--- config.mk ---
export PLATFORM = sky130hd
export DESIGN_NAME = decode_scan
export DESIGN_NICKNAME = d
export VERILOG_FILES = /design/src/rtl/decode_scan.sv
export SDC_FILE = /design/constraint.sdc
export NUM_CORES = 1
export LEC_CHECK = 0
export BUFFER_PORTS_ARGS = -buffer_cell sky130_fd_sc_hd__buf_4
export CAP_MARGIN = 20
export CELL_PAD_IN_SITES_DETAIL_PLACEMENT = 0
export CELL_PAD_IN_SITES_GLOBAL_PLACEMENT = 1
export CORE_ASPECT_RATIO = 0.7
export CORE_UTILIZATION = 41
export CTS_CLUSTER_DIAMETER = 120
export DETAILED_ROUTE_END_ITERATION = 10
export GPL_ROUTABILITY_DRIVEN = 0
export MAX_ROUTING_LAYER = met4
export PLACE_DENSITY_LB_ADDON = 0.1
export SLEW_MARGIN = 20
export SYNTH_ARGS = -nofsm -noshare
export SYNTH_HDL_FRONTEND = slang
export SYNTH_SLANG_ARGS = --single-unit
--- constraint.sdc ---
create_clock -name clk -period 2.52 [get_ports clk]
set_input_delay 0.504 -clock clk [delete_from_list [all_inputs] [get_ports clk]]
set_output_delay 0.504 -clock clk [all_outputs]
set_load 0.005 [all_outputs]
--- src/rtl/decode_scan.sv ---
// rtl/decode_scan.sv - registered one-hot decoder with auto-scan mode
module decode_scan #(
    parameter int N       = 2,
    parameter int DWELL_W = 8
) (
    input  logic                 clk,
    input  logic                 rst_n,
    input  logic                 en,
    input  logic                 mode,
    input  logic [N-1:0]         in,
    input  logic [DWELL_W-1:0]   dwell,
    output logic [(1<<N)-1:0]    out,
    output logic [N-1:0]         idx,
    output logic                 wrap
);
    localparam int W = 1 << N;

    typedef enum logic [1:0] {
        ST_IDLE   = 2'd0,
        ST_DECODE = 2'd1,
        ST_SCAN   = 2'd2
    } state_t;

    state_t             state_q, state_d;
    logic [W-1:0]       out_q, out_d;
    logic [N-1:0]       idx_q, idx_d;
    logic               wrap_q, wrap_d;
    logic [DWELL_W-1:0] cnt_q, cnt_d;

    always_ff @(posedge clk or negedge rst_n) begin
        if (!rst_n) begin
            state_q <= ST_IDLE;
            out_q   <= '0;
            idx_q   <= '0;
            wrap_q  <= 1'b0;
            cnt_q   <= '0;
        end else begin
            state_q <= state_d;
            out_q   <= out_d;
            idx_q   <= idx_d;
            wrap_q  <= wrap_d;
            cnt_q   <= cnt_d;
        end
    end

    always_comb begin
        out_d  = '0;
        idx_d  = '0;
        wrap_d = 1'b0;
        cnt_d  = '0;
        if (!en)
            state_d = ST_IDLE;
        else if (mode)
            state_d = ST_SCAN;
        else
            state_d = ST_DECODE;

        case (state_d)
            ST_DECODE: begin
                // Compare per line so an unknown select matches nothing and out stays zero.
                for (int i = 0; i < W; i++) begin
                    if (in == N'(i)) begin
                        out_d[i] = 1'b1;
                        idx_d    = N'(i);
                    end
                end
            end
            ST_SCAN: begin
                if (state_q != ST_SCAN) begin
                    out_d[0] = 1'b1;
                end else if (cnt_q >= dwell) begin
                    idx_d        = idx_q + N'(1);
                    wrap_d       = (idx_q == {N{1'b1}});
                    out_d[idx_d] = 1'b1;
                end else begin
                    cnt_d = cnt_q + DWELL_W'(1);
                    idx_d = idx_q;
                    out_d = out_q;
                end
            end
            default: ;
        endcase
    end

    assign out  = out_q;
    assign idx  = idx_q;
    assign wrap = wrap_q;
endmodule

==> results_dict.tcl <==
set metrics [dict create \
    outcome "complete, no violations" \
    max_freq_mhz 444 \
    clk_latency_ns 0.29 \
    num_rows 14 \
    ys_warn_count 0 \
    synth-seq-cells 17 \
    switching_share_pct 23.7 \
    power.density_nw_per_um2 395 \
    rsz0062_at_grt "no" \
    switchingPower_w 0.000117 \
    crit_path_max_fanout 8 \
    grt_max_degree 18 \
    holdCritPathClass "in2async" \
    layout.cells.non_filler 158 \
    cap_viol_max_count 0 \
    critPathArrivalTime_ns 2.44 \
    dieWidth_um 61.8 \
    die_h_um 43.8 \
    netlist_area_um2 1020 \
    finalNetCount 155 \
    grt_pass1_vias 685 \
    synthArstFlopShare_pct 100 \
    synth.net_count 129 \
    fin_crit_ns 2.25 \
    dpl-instance-area_um2 1220 \
    power.leakage_nw 0.671 \
    core_area_um2 2260 \
    syn_area_per_cell_um2 10.1 \
    relSlewSlack_pct 75.2 \
    yosysSeqAreaShare_pct 41.5 \
    crit_path_start_kind "register" \
    internal_power_w 0.000376 \
    path_cells "ha_1, a211oi_1, nor2_1, or4_1, mux2_4" \
    numCtsBuffers 3 \
    r2r_end "out[2]" \
    drc 0 \
    seqPwrFrac_pct 58.0 \
    drt-pass1-iter-count 5 \
    setup_viol 0 \
    reg2reg_setup_slack_ns 0.27 \
    critPathCaptureType "register" \
    antenna_found_initial 0 \
    tns_ns 0 \
    critical_path_class "reg2reg" \
    portBuffers 20 \
    layout-drive-gt1-share_pct 27.0 \
    area_growth_pct 21.7 \
    hold_buffers 0 \
    clock_sinks 17 \
    hold_viol 0 \
    dp_hpwl_mm 1.57 \
    detailedRoute.firstIterationViolations 36 \
    worst_pin_slew_ns 0.371 \
    worst_ep_required_time_ns 2.70 \
    irDropWorstVdd_mv 0.222 \
    slowest_stage "or4_1" \
    clockPowerShare_pct 28.9 \
    period_share_pct 89.5 \
    comb_power_share_pct 13.1 \
    htree_levels 1 \
    clock_path_buffers 2 \
    wl_mm 1.94 \
    drtAntennaViolNets 0 \
    r2r_cells 5 \
    cts_setup_buffers 0 \
    synth-edff-count 0 \
    critPathMaxStageDelay_ns 0.71 \
    start_util_pct 45.3 \
    die_area_um2 2710 \
    cts_tree "yes" \
    cts_resized 0 \
    finish.instance_area_um2 1250 \
    cp-startpoint "cnt_q[5]" \
    viasPerCell 4.92 \
    ys_types 26 \
    netlist_instances 101 \
    finClkSkew_ns 0.00549 \
    clk_pin_slew_ns 0.09 \
    synth_top_flop_cell "dfrtp_1" \
    fin_util_pct 55.2 \
    antenna_cells 0 \
    cts_root_buf "clkbuf_4" \
    wl_per_cell_um 12.3 \
    io-pin-count 21 \
    grt_overflow 0 \
    slew_viol_final 0 \
    numPlacedInstances 154 \
    grt.total_usage_pct 18.5 \
    grt_pass1_wl_mm 3.31 \
    via_count 777 \
    r2r-start "cnt_q[5]" \
]
-- sequential cells by signal, indices dropped and copies added, names as in the netlist --
register / flops
wrap: 1
out: 4
idx: 2
cnt_q: 8
state_q: 2
-- cells in the mapped netlist (2+ instances only) --
master | count | area share (%)
a211oi_1 | 2 | 1.5
and3_1 | 2 | 1.2
dfrtp_1 | 17 | 42
ha_1 | 14 | 17
inv_1 | 13 | 4.8
mux2_2 | 4 | 4.4
nand2_1 | 6 | 2.2
nand3_1 | 5 | 2.4
nor2_1 | 13 | 4.8
o21ai_0 | 5 | 2.4
xor2_1 | 5 | 4.3
-- how the worst max path moves through the flow --
stage,to,slack [ns]
finish,out[2],0.27
global route,out[2],0.18
CTS,out[2],0.26
detailed placement,out[2],0.11
global placement,out[2],0.13
floorplan,out[2],0.24
-- area by class of cell --
cell class	count	area [um^2]
clock buffer	4	26.3
fill	208	1010
inverter	13	48.8
multi-input combinational	69	534
sequential	17	425
tap	32	40.0
timing repair buffer	23	173
-- routing by layer --
metal	vias to the layer above	GRT usage [%]	routed length (um)
li1	389	-	-
met1	360	26.4	1010
met2	21	23.4	790
met4	0	9.33	50
met5	-	-	0
met3	7	5.37	86
-- metrics by stage --
stage | total power, W | setup slack (ns) | hold WS [ns]
6_report | 0.000493 | 0.266 | 0.0602
5_1_grt | 0.000521 | 0.184 | 0.0576
4_1_cts | 0.000500 | 0.262 | 0.0608
3_5_place_dp | 0.000357 | 0.110 | 0.386
3_3_place_gp | 0.000355 | 0.127 | 0.383
2_1_floorplan | 0.000319 | 0.244 | 0.208
-- cell usage in the layout (no fill, tap or decap) --
cell type  count
mux2_2         4
nor2b_1        1
o211ai_1       1
a21boi_0       1
clkbuf_4       3
or2_2          1
nand2_1        6
buf_4         23
nand2b_4       1
mux2i_1        1
or4_1          1
a211oi_1       2
nand3_1        5
and3_1         2
clkbuf_1       1
xnor2_1        1
nand4_1        1
a32o_1         1
dfrtp_1       17
nor2_1        13
a211oi_2       1
o311a_1        1
inv_1         13
mux2_4         1
xor2_1         5
ha_1          14
o21ai_0        5
-- logic make-up (layout without fill, tap and decap cells) --
group	after synthesis	in the layout	share of synthesized area (%)
multiplexers	6	6	6.84
XOR/XNOR	6	6	5.13
flip-flops	17	17	41.5
AND/OR/NAND/NOR	31	31	14.5
buffers and inverters	15	40	6.35
AO/OA/AOI/OAI	12	12	8.55
adder cells (fa/ha/maj)	14	14	17.1
-- critical path, delay by kind of cell (launching register included) --
kind | cells | cell delay (ns)
compound gates | 1 | 0.22
fa+ha+maj | 1 | 0.31
flops | 1 | 0.45
mux | 1 | 0.37
simple gates | 2 | 0.80
-- power groups by stage --
stage           logic, W  registers, W  clock network [W]
2_1_floorplan  0.0000283      0.000291                  0
3_3_place_gp   0.0000640      0.000291                  0
3_5_place_dp   0.0000660      0.000291                  0
4_1_cts        0.0000663      0.000286           0.000148
5_1_grt        0.0000745      0.000287           0.000159
6_report       0.0000648      0.000286           0.000142
No activity file was read; power rests on OpenSTA's default activity.
